--- config.mk ---
export PLATFORM = sky130hd
export DESIGN_NAME = microondas_ctrl
export DESIGN_NICKNAME = d
export VERILOG_FILES = /design/src/rtl/microondas_pkg.sv /design/src/rtl/microondas_tick_gen.sv /design/src/rtl/microondas_ctrl.sv
export SDC_FILE = /design/constraint.sdc
export NUM_CORES = 1
export LEC_CHECK = 0
export CORE_MARGIN = 1
export CORE_UTILIZATION = 61
export DETAILED_ROUTE_END_ITERATION = 6
export PLACE_DENSITY = 0.83
export SYNTH_ARGS = -nofsm -noshare
export SYNTH_HDL_FRONTEND = slang
export SYNTH_SLANG_ARGS = --single-unit
--- constraint.sdc ---
create_clock -name clock_in -period 6.3 [get_ports clock_in]
set_input_delay 1.26 -clock clock_in [delete_from_list [all_inputs] [get_ports clock_in]]
set_output_delay 1.26 -clock clock_in [all_outputs]
set_load 0.01 [all_outputs]
--- src/rtl/microondas_pkg.sv ---
// -----------------------------------------------------------------------------
// microondas_pkg
// Shared types and helpers for the microwave cook-cycle controller.
//   - state_t     : controller state encoding (IDLE/COOK/PAUSE/DONE)
//   - bcd_t       : one BCD digit
//   - cook_time_t : MM:SS as four BCD digits
//   - MAX_TIME / QUICK_TIME / ZERO_TIME constants
//   - BCD add-30, decrement and zero-test helpers, per-state output decode
// -----------------------------------------------------------------------------
package microondas_pkg;

    typedef enum logic [1:0] {
        ST_IDLE  = 2'd0,
        ST_COOK  = 2'd1,
        ST_PAUSE = 2'd2,
        ST_DONE  = 2'd3
    } state_t;

    typedef logic [3:0] bcd_t;

    typedef struct packed {
        bcd_t min_tens;
        bcd_t min_ones;
        bcd_t sec_tens;
        bcd_t sec_ones;
    } cook_time_t;

    localparam cook_time_t MAX_TIME   = '{4'd9, 4'd9, 4'd5, 4'd9};
    localparam cook_time_t QUICK_TIME = '{4'd0, 4'd0, 4'd3, 4'd0};
    localparam cook_time_t ZERO_TIME  = '{4'd0, 4'd0, 4'd0, 4'd0};

    function automatic logic is_zero(input cook_time_t t);
        return (t == ZERO_TIME);
    endfunction

    // Add 30 s. The only way to exceed 99:59 is a minute carry out of 99,
    // so saturation is handled right at that carry.
    function automatic cook_time_t bcd_add30(input cook_time_t t);
        cook_time_t r;
        r = t;
        if (t.sec_tens >= 4'd3) begin
            r.sec_tens = t.sec_tens - 4'd3;
            if (t.min_ones == 4'd9) begin
                r.min_ones = 4'd0;
                if (t.min_tens == 4'd9)
                    r = MAX_TIME;
                else
                    r.min_tens = t.min_tens + 4'd1;
            end else begin
                r.min_ones = t.min_ones + 4'd1;
            end
        end else begin
            r.sec_tens = t.sec_tens + 4'd3;
        end
        return r;
    endfunction

    // Decrement by one second with BCD borrows; 00:00 stays put.
    function automatic cook_time_t bcd_dec(input cook_time_t t);
        cook_time_t r;
        r = t;
        if (!is_zero(t)) begin
            if (t.sec_ones != 4'd0) begin
                r.sec_ones = t.sec_ones - 4'd1;
            end else begin
                r.sec_ones = 4'd9;
                if (t.sec_tens != 4'd0) begin
                    r.sec_tens = t.sec_tens - 4'd1;
                end else begin
                    r.sec_tens = 4'd5;
                    if (t.min_ones != 4'd0) begin
                        r.min_ones = t.min_ones - 4'd1;
                    end else begin
                        r.min_ones = 4'd9;
                        r.min_tens = t.min_tens - 4'd1;
                    end
                end
            end
        end
        return r;
    endfunction

    // {magnetron_on, lamp_on, beep} for a given state and door level.
    function automatic logic [2:0] state_outputs(input state_t s, input logic door);
        logic [2:0] o;
        case (s)
            ST_COOK:  o = 3'b110;
            ST_DONE:  o = {1'b0, door, 1'b1};
            default:  o = {1'b0, door, 1'b0};
        endcase
        return o;
    endfunction

endpackage

--- src/rtl/microondas_tick_gen.sv ---
// -----------------------------------------------------------------------------
// tick_gen
// Clock-enable divider: emits a one-cycle tick every TICK_DIV cycles.
// No derived clock is produced.
//   clock_in : system clock
//   reset    : synchronous active-high reset
//   clear    : hold the counter at 0 (and suppress tick) while high
//   tick     : one-cycle enable when the counter sits at TICK_DIV-1
// -----------------------------------------------------------------------------
module tick_gen #(
    parameter int TICK_DIV = 50_000_000
) (
    input  logic clock_in,
    input  logic reset,
    input  logic clear,
    output logic tick
);
    localparam int CW = (TICK_DIV > 1) ? $clog2(TICK_DIV) : 1;
    localparam logic [CW-1:0] LAST = CW'(TICK_DIV - 1);

    logic [CW-1:0] cnt;

    assign tick = (cnt == LAST) && !clear;

    always_ff @(posedge clock_in) begin
        if (reset || clear)
            cnt <= '0;
        else if (cnt == LAST)
            cnt <= '0;
        else
            cnt <= cnt + 1'b1;
    end

endmodule

--- src/rtl/microondas_ctrl.sv ---
// -----------------------------------------------------------------------------
// microondas_ctrl
// Microwave cook-cycle controller: BCD cook time (MM:SS), IDLE/COOK/PAUSE/DONE
// sequencing from front-panel keys and the door switch, second countdown from
// an internal tick, magnetron/lamp/beeper drive.
//   clock_in, reset                  : clock, synchronous active-high reset
//   btn_start, btn_stop, btn_add30   : single-cycle key pulses
//   door_open                        : door level, 1 = open
//   min_tens..sec_ones               : BCD cook time to the display
//   magnetron_on, lamp_on, beep      : registered actuator drives
//   state                            : 0 IDLE, 1 COOK, 2 PAUSE, 3 DONE
// -----------------------------------------------------------------------------
module microondas_ctrl
    import microondas_pkg::*;
#(
    parameter int TICK_DIV   = 50_000_000,
    parameter int BEEP_TICKS = 3
) (
    input  logic       clock_in,
    input  logic       reset,
    input  logic       btn_start,
    input  logic       btn_stop,
    input  logic       btn_add30,
    input  logic       door_open,
    output logic [3:0] min_tens,
    output logic [3:0] min_ones,
    output logic [3:0] sec_tens,
    output logic [3:0] sec_ones,
    output logic       magnetron_on,
    output logic       lamp_on,
    output logic       beep,
    output logic [1:0] state
);
    localparam int BW = $clog2(BEEP_TICKS + 1);
    localparam logic [BW-1:0] BEEP_LAST = BW'(BEEP_TICKS - 1);

    state_t     cur_state;
    cook_time_t tm;
    cook_time_t tm_dec;
    logic [BW-1:0] beep_cnt;
    logic       tick;
    logic       tick_clear;

    // The divider only runs in COOK and DONE. Holding it cleared elsewhere
    // means every entry into COOK starts a fresh second; COOK->DONE happens
    // on a tick, where the divider wraps to 0 by itself.
    assign tick_clear = (cur_state != ST_COOK) && (cur_state != ST_DONE);

    tick_gen #(.TICK_DIV(TICK_DIV)) u_tick_gen (
        .clock_in (clock_in),
        .reset    (reset),
        .clear    (tick_clear),
        .tick     (tick)
    );

    assign tm_dec = bcd_dec(tm);

    always_ff @(posedge clock_in) begin
        if (reset) begin
            cur_state    <= ST_IDLE;
            tm           <= ZERO_TIME;
            beep_cnt     <= '0;
            magnetron_on <= 1'b0;
            lamp_on      <= 1'b0;
            beep         <= 1'b0;
        end else begin
            // Default: outputs for staying in the current state; any
            // transition below overrides with the target state's outputs.
            {magnetron_on, lamp_on, beep} <= state_outputs(cur_state, door_open);
            case (cur_state)
                ST_IDLE: begin
                    if (btn_stop) begin
                        tm <= ZERO_TIME;
                    end else if (btn_start && !door_open) begin
                        if (is_zero(tm))
                            tm <= QUICK_TIME;
                        cur_state <= ST_COOK;
                        {magnetron_on, lamp_on, beep} <= state_outputs(ST_COOK, door_open);
                    end else if (btn_add30) begin
                        tm <= bcd_add30(tm);
                    end
                end
                ST_COOK: begin
                    if (door_open || btn_stop) begin
                        cur_state <= ST_PAUSE;
                        {magnetron_on, lamp_on, beep} <= state_outputs(ST_PAUSE, door_open);
                    end else if (btn_add30) begin
                        // add30 wins over a coincident tick; that decrement is lost
                        tm <= bcd_add30(tm);
                    end else if (tick) begin
                        tm <= tm_dec;
                        if (is_zero(tm_dec)) begin
                            cur_state <= ST_DONE;
                            beep_cnt  <= '0;
                            {magnetron_on, lamp_on, beep} <= state_outputs(ST_DONE, door_open);
                        end
                    end
                end
                ST_PAUSE: begin
                    if (btn_stop) begin
                        tm        <= ZERO_TIME;
                        cur_state <= ST_IDLE;
                        {magnetron_on, lamp_on, beep} <= state_outputs(ST_IDLE, door_open);
                    end else if (btn_start && !door_open) begin
                        cur_state <= ST_COOK;
                        {magnetron_on, lamp_on, beep} <= state_outputs(ST_COOK, door_open);
                    end else if (btn_add30) begin
                        tm <= bcd_add30(tm);
                    end
                end
                ST_DONE: begin
                    if (btn_stop) begin
                        beep_cnt  <= '0;
                        cur_state <= ST_IDLE;
                        {magnetron_on, lamp_on, beep} <= state_outputs(ST_IDLE, door_open);
                    end else if (tick) begin
                        if (beep_cnt == BEEP_LAST) begin
                            beep_cnt  <= '0;
                            cur_state <= ST_IDLE;
                            {magnetron_on, lamp_on, beep} <= state_outputs(ST_IDLE, door_open);
                        end else begin
                            beep_cnt <= beep_cnt + 1'b1;
                        end
                    end
                end
                default: cur_state <= ST_IDLE;
            endcase
        end
    end

    assign state    = cur_state;
    assign min_tens = tm.min_tens;
    assign min_ones = tm.min_ones;
    assign sec_tens = tm.sec_tens;
    assign sec_ones = tm.sec_ones;

endmodule
==> impl_metrics.tcl, run 1 <==
set metrics [dict create \
    firstDrtPassIters 5 \
    drcViolationCount 0 \
    synth-edff-count 0 \
    place_area_sq_mm 0.00393 \
    slew_violations 0 \
    cts.repair.resized 0 \
    p_leak_nw 1.35 \
    nNetsFinal 506 \
    startpoint_type "register" \
    die_w_microns 80 \
    grt_remaining_overflow 0 \
    hp-class "reg -> reg" \
    crit_end "beep" \
    ant_nets 0 \
    clock_sinks 49 \
    grt_pass1_vias 3212 \
    swShare_pct 34.8 \
    syn-num-nets 498 \
    r2r_setup_slack_ns 2.77 \
    grt_pass1_wl_microns 15100 \
    fin_setup_tns_ns 0 \
    ioPinCount 27 \
    diodes 0 \
    p_per_area_mw_per_mm2 189 \
    postSynthCellCount 475 \
    layout-drive-gt1-share_pct 6.20 \
    drtIter0Drc 424 \
    finalNonFillerCells 559 \
    min_from "u_tick_gen.cnt[0]" \
    seq_area_frac_synth_pct 26.4 \
    max_slew_margin_pct 45.3 \
    status "finished, final reports clean" \
    timing.rr.end "beep" \
    root_buffer "clkbuf_8" \
    initial_utilization_pct 63.1 \
    syn_avg_cell_area_sq_um 7.81 \
    antenna_found_initial 0 \
    place_inst 551 \
    io_buffer_count 26 \
    cts_made_buffers 5 \
    routedWlPerCell_microns 16.5 \
    seqPwrFrac_pct 44.0 \
    fin_crit_ns 3.53 \
    synth.distinct_cells 78 \
    synth_seq_cells 49 \
    track_usage_pct 29.8 \
    fin_crit_sh_pct 56.1 \
    power_mw 0.761 \
    async_flop_share_pct 0 \
    via_per_inst 6.51 \
    r2r_start "sec_ones[0]" \
    synthFlopType "dfxtp_1" \
    num_rows 28 \
    fp.coreArea_sq_mm 0.00589 \
    die_area_sq_mm 0.00640 \
    clock_path_buffers 2 \
    grt_max_degree 30 \
    cap_violations 0 \
    clk_pin_slew_worst_paths_ns 0.10 \
    gp_congestion 0.930 \
    totalWireLength_microns 9240 \
    rsz0062_at_grt "false" \
    die_y_microns 80 \
    cts_tree "done" \
    setup_viol 0 \
    max_freq_mhz 283 \
    final_area_sq_mm 0.00403 \
    hpwl_microns 6450 \
    end_kind "register" \
    synth_area_sq_mm 0.00371 \
    p_switching_mw 0.264 \
    worst_pin_slew_ns 0.818 \
    p_int_mw 0.496 \
    n_fill_cell 506 \
    clk_latency_ns 0.31 \
    path_max_fanout 11 \
    layout_common_cells "nor2_1, dfxtp_1, nand2_1" \
    worstSetupStartpoint "sec_ones[0]" \
    post-cts-setup-buffer-count 0 \
    comb_power_share_pct 28.8 \
    fin_skew_ns 0.00653 \
    final_common_cell "nor2_1" \
    syn2layout_area_growth_pct 8.50 \
    ctsHtreeMaxLevel 2 \
    cp_data_required_time_ns 6.56 \
    finalHoldViolCount 0 \
    yosys_warnings 0 \
    vias 3637 \
    cp.arrival_ns 3.79 \
    ctsHoldBuffers 0 \
    pwr-share-clk_pct 27.2 \
    critPathKind "reg -> reg" \
    irDropWorstVdd_mv 0.157 \
    final_util_pct 68.4 \
    reg2reg_depth 9 \
]
## stage by stage
step	setup slack (ns)	hold slack, ns
4_1_cts	2.82	0.474
3_5_place_dp	2.51	0.453
2_1_floorplan	3.36	0.430
5_1_grt	2.55	0.507
3_3_place_gp	2.58	0.445
6_report	2.77	0.476
## state kept, by name, summed over array words and instances, names as in the netlist
| signal | flops |
|---|---|
| sec_tens | 4 |
| min_ones | 4 |
| state | 2 |
| min_tens | 4 |
| lamp_on | 1 |
| u_tick_gen.cnt | 26 |
| magnetron_on | 1 |
| beep_cnt | 2 |
| beep | 1 |
| sec_ones | 4 |
## cell type report
class                           count  area [sq um]  area share (%)
Clock buffer                        6          82.6            2.05
Clock inverter                      2          17.5           0.435
Inverter                           19          71.3            1.77
Multi-Input combinational cell    379          2500            62.0
Sequential cell                    49           981            24.4
Tap cell                           75          93.8            2.33
Timing Repair Buffer               29           283            7.02
## cell usage after synthesis, drive strengths merged (4+ instances only)
library cell	count	share of area, %
a211oi	9	2.0
a21oi	28	3.8
a22oi	4	0.81
a311oi	6	1.4
buf	15	2.9
clkbuf	12	1.2
dfxtp	49	26
ha	17	5.7
inv	19	1.9
nand2	36	3.6
nand2b	9	1.5
nand3	20	2.7
nand4	11	2.2
nor2	64	6.5
nor3	13	1.8
nor3b	9	2.5
nor4	8	1.9
o2111ai	4	0.94
o211ai	5	1.1
o21ai	27	3.6
o22ai	4	0.67
o311ai	4	1.4
or3	6	1.0
or3b	5	1.2
xnor2	11	2.6
xor2	13	3.1
## worst min-delay path by stage
stage	endpoint	slack [ns]	depth (start not counted)
floorplan	u_tick_gen.cnt[0]	0.43	1
global placement	u_tick_gen.cnt[0]	0.44	1
detailed placement	u_tick_gen.cnt[0]	0.45	1
CTS	u_tick_gen.cnt[0]	0.47	1
global route	u_tick_gen.cnt[0]	0.51	1
finish	u_tick_gen.cnt[0]	0.48	1
## cells by family after synthesis
logic type	synth area share [%]
mux	1.11
buf+inv	6.27
flops	26.4
simple gates	30.7
fa+ha+maj	5.73
compound gates	24.1
xor+xnor	5.66
## per-layer routing
layer  wire length [microns]  global-route usage [%]
met5                       0                       0
met4                     156                    9.11
met1                    4200                    41.1
met2                    4130                    46.7
met3                     750                    5.83
## worst max-delay path, stage by stage, from the launching register on
cell	delay, ns
dfxtp_1	0.39
inv_1	0.13
ha_1	0.30
nor3b_2	0.71
nand2_1	0.24
o41ai_1	0.45
nand4_2	0.26
nor4_1	0.52
or3b_1	0.40
nand2_1	0.07
## power groups by stage
stage                     clock network, mW  registers, mW  logic, mW
final                                 0.207          0.335      0.219
after global routing                  0.225          0.337      0.238
after CTS                             0.211          0.334      0.214
after detailed placement                  0          0.341      0.212
after global placement                    0          0.341      0.209
after floorplan                           0          0.334      0.167
Note: power is estimated with default switching activity, not from simulation.
==> run 2: changes to the inputs <==
--- a/config.mk
+++ b/config.mk
@@ -6,9 +6,9 @@
 export NUM_CORES = 1
 export LEC_CHECK = 0
 export CORE_MARGIN = 1
-export CORE_UTILIZATION = 61
+export CORE_UTILIZATION = 54
 export DETAILED_ROUTE_END_ITERATION = 6
-export PLACE_DENSITY = 0.83
+export PLACE_DENSITY = 0.78
 export SYNTH_ARGS = -nofsm -noshare
 export SYNTH_HDL_FRONTEND = slang
 export SYNTH_SLANG_ARGS = --single-unit
==> constraint.sdc (replaced) <==
create_clock -name clock_in -period 2.95 [get_ports clock_in]
set_input_delay 0.59 -clock clock_in [delete_from_list [all_inputs] [get_ports clock_in]]
set_output_delay 0.59 -clock clock_in [all_outputs]
set_load 0.01 [all_outputs]
==> run 2 against run 1 <==
Against the previous run:
- the flow now finishes with violations (DRC)
- clock power increased to 2.6 times the previous value
- setup slack got worse by 2.7 ns
- highest routed layer unchanged
- largest power group unchanged
- global-route usage decreased by 1.2 points
- count of clock-buffer cells in the layout decreased by 1
- via count increased by 5.7%
- sequential power increased by 110%
- first-iteration DRC count decreased by 18%
- cell count increased by 6.3%
- sequential cell count unchanged
- routed wire length increased by 11%
- register-to-register slack got worse by 2.7 ns
- clock skew increased by 0.0095 ns
- critical path type unchanged
==> impl_metrics.tcl, run 2 (synthesis gave the netlist of run 1 again) <==
set metrics [dict create \
    ctsHoldBuffers 0 \
    fin_crit_ns 2.84 \
    root_buffer "clkbuf_8" \
    cp.arrival_ns 3.06 \
    path_buf_inv 1 \
    wl_met1_microns 4730 \
    via_per_inst 6.47 \
    die_y_microns 84.9 \
    dr_wl_met2_microns 4710 \
    p_int_mw 1.18 \
    cts_tree "done" \
    antenna_found_initial 0 \
    clk_pin_slew_worst_paths_ns 0.12 \
    die_w_microns 84.9 \
    p_leak_nw 1.53 \
    die_area_sq_mm 0.00721 \
    initial_utilization_pct 57.1 \
    hp-class "reg -> reg" \
    path_max_fanout 8 \
    clock_path_buffers 2 \
    layout-drive-gt1-share_pct 13.5 \
    totalWireLength_microns 10300 \
    firstDrtPassIters 7 \
    vias 3845 \
    multiInputGateArea_sq_mm 0.00254 \
    hpwl_microns 7420 \
    cp_data_required_time_ns 3.17 \
    fin_setup_tns_ns 0 \
    hold_depth 1 \
    crit_slowest_cell "nor3b_4" \
    gp_congestion 0.924 \
    met3_length_microns 675 \
    maxUsedRoutingLayer "met4" \
    drtIter0Drc 347 \
    violations "DRC" \
    ctsHtreeMaxLevel 2 \
    ioPinCount 27 \
    rsz0062_at_grt "false" \
    setup_viol 0 \
    crit_chain "inv_1 > ha_2 > nor3b_4 > o2111ai_1 > a22oi_1 > nand4_2 > o311ai_4 > o211ai_2 > a2111oi_2" \
    crit_family "compound AO/OA/AOI/OAI gates" \
    p_switching_mw 0.624 \
    largest_reg_flops 26 \
    r2r_start "sec_tens[1]" \
    layout_common_cells "nor2_1, dfxtp_1, nand2_1, buf_4, a21oi_1" \
    p_per_area_mw_per_mm2 417 \
    max_freq_mhz 353 \
    seqCellArea_sq_um 981 \
    comb_power_share_pct 31.7 \
    drcViolationCount 2 \
    grt_max_degree 26 \
    startpoint_type "register" \
    ant_nets 0 \
    grt_pass1_wl_microns 16700 \
    cts_made_buffers 5 \
    cap_violations 0 \
    syn2layout_area_growth_pct 16.8 \
    holdWs_ns 0.477 \
    routedWlPerCell_microns 17.3 \
    r2r_setup_slack_ns 0.11 \
    critPathKind "reg -> reg" \
    max_slew_margin_pct 62.9 \
    finalHoldViolCount 0 \
    largest-register "u_tick_gen.cnt" \
    clock_sinks 49 \
    diodes 0 \
    fp.coreArea_sq_mm 0.00649 \
    slowest_delay_ns 0.38 \
    swShare_pct 34.5 \
    io_buffer_count 26 \
    num_rows 29 \
    seqPwrFrac_pct 38.6 \
    timing.rr.end "state[0]" \
    final_common_cell "nor2_1" \
    holdPathEnd "u_tick_gen.cnt[0]" \
    grt_pass1_vias 3473 \
    slew_violations 0 \
    worst_pin_slew_ns 0.550 \
    fin_crit_sh_pct 96.1 \
    nNetsFinal 539 \
    min_from "u_tick_gen.cnt[0]" \
    fin_skew_ns 0.0160 \
    pwr-share-clk_pct 29.7 \
    grt_remaining_overflow 0 \
    irDropWorstVdd_mv 0.197 \
    track_usage_pct 28.7 \
    reg2reg_depth 9 \
    clk_latency_ns 0.32 \
    status "finished with violations" \
    end_kind "register" \
    n_fill_cell 570 \
]
[run 2: changes by cell type in the layout (fill, tap and decap cells not counted), moves of 2 or more]
cell	delta
nor2_2	+2
nor2_1	-2
buf_4	+33
or3b_4	+2
[run 2: cell type report]
cell class                      count  area share (%)
Multi-Input combinational cell    379            58.5
Sequential cell                    49            22.6
Timing Repair Buffer               62            12.2
Tap cell                           77            2.22
Inverter                           19            1.65
Clock buffer                        5            1.59
Clock inverter                      3            1.15
[run 2: what timing repair did]
item	4_1_cts	5_1_grt
endpoints found under the setup margin	0	9
setup buffers	0	1
resized for setup	0	9
[run 2: how the worst max path moves through the flow]
stage	startpoint	end	slack, ns	cells past startpoint
after detailed placement	sec_ones[0]	beep	0.10	9
after CTS	sec_ones[0]	beep	0.09	9
after global routing	sec_tens[0]	state[0]	0.01	9
final	sec_tens[1]	state[0]	0.11	9
after floorplan	min_ones[0]	state[0]	0.14	10
after global placement	sec_ones[0]	beep	0.17	9
[run 2: routing by layer]
metal / up-vias / GRT usage, %
met5: - / 0
met4: 0 / 7.86
met3: 20 / 5.06
li1: 1834 / -
met1: 1835 / 39.5
met2: 156 / 46.3
[run 2: worst reg2reg max path: stages, from the launching register on]
cell and delay, ns:
dfxtp_1 0.33, inv_1 0.10, ha_2 0.28, nor3b_4 0.38, o2111ai_1 0.25, a22oi_1 0.31
nand4_2 0.23, o311ai_4 0.35, o211ai_2 0.16, a2111oi_2 0.35
[run 2: power by group through the flow]
stage,Clock [mW],Sequential (mW),Combinational [mW]
global placement,0,0.711,0.523
global route,0.561,0.699,0.612
detailed placement,0,0.710,0.529
CTS,0.532,0.695,0.532
finish,0.537,0.696,0.573
floorplan,0,0.714,0.356
[run 2: metrics by stage]
stage	area (sq um)	power (mW)	setup WS [ns]	cells	utilization (%)
floorplan	3710	1.07	0.142	475	-
global placement	4170	1.23	0.173	585	64.2
detailed placement	4170	1.24	0.102	585	64.2
CTS	4290	1.76	0.0871	593	66.0
global route	4330	1.87	0.00978	594	66.7
finish	4330	1.81	0.114	594	66.7
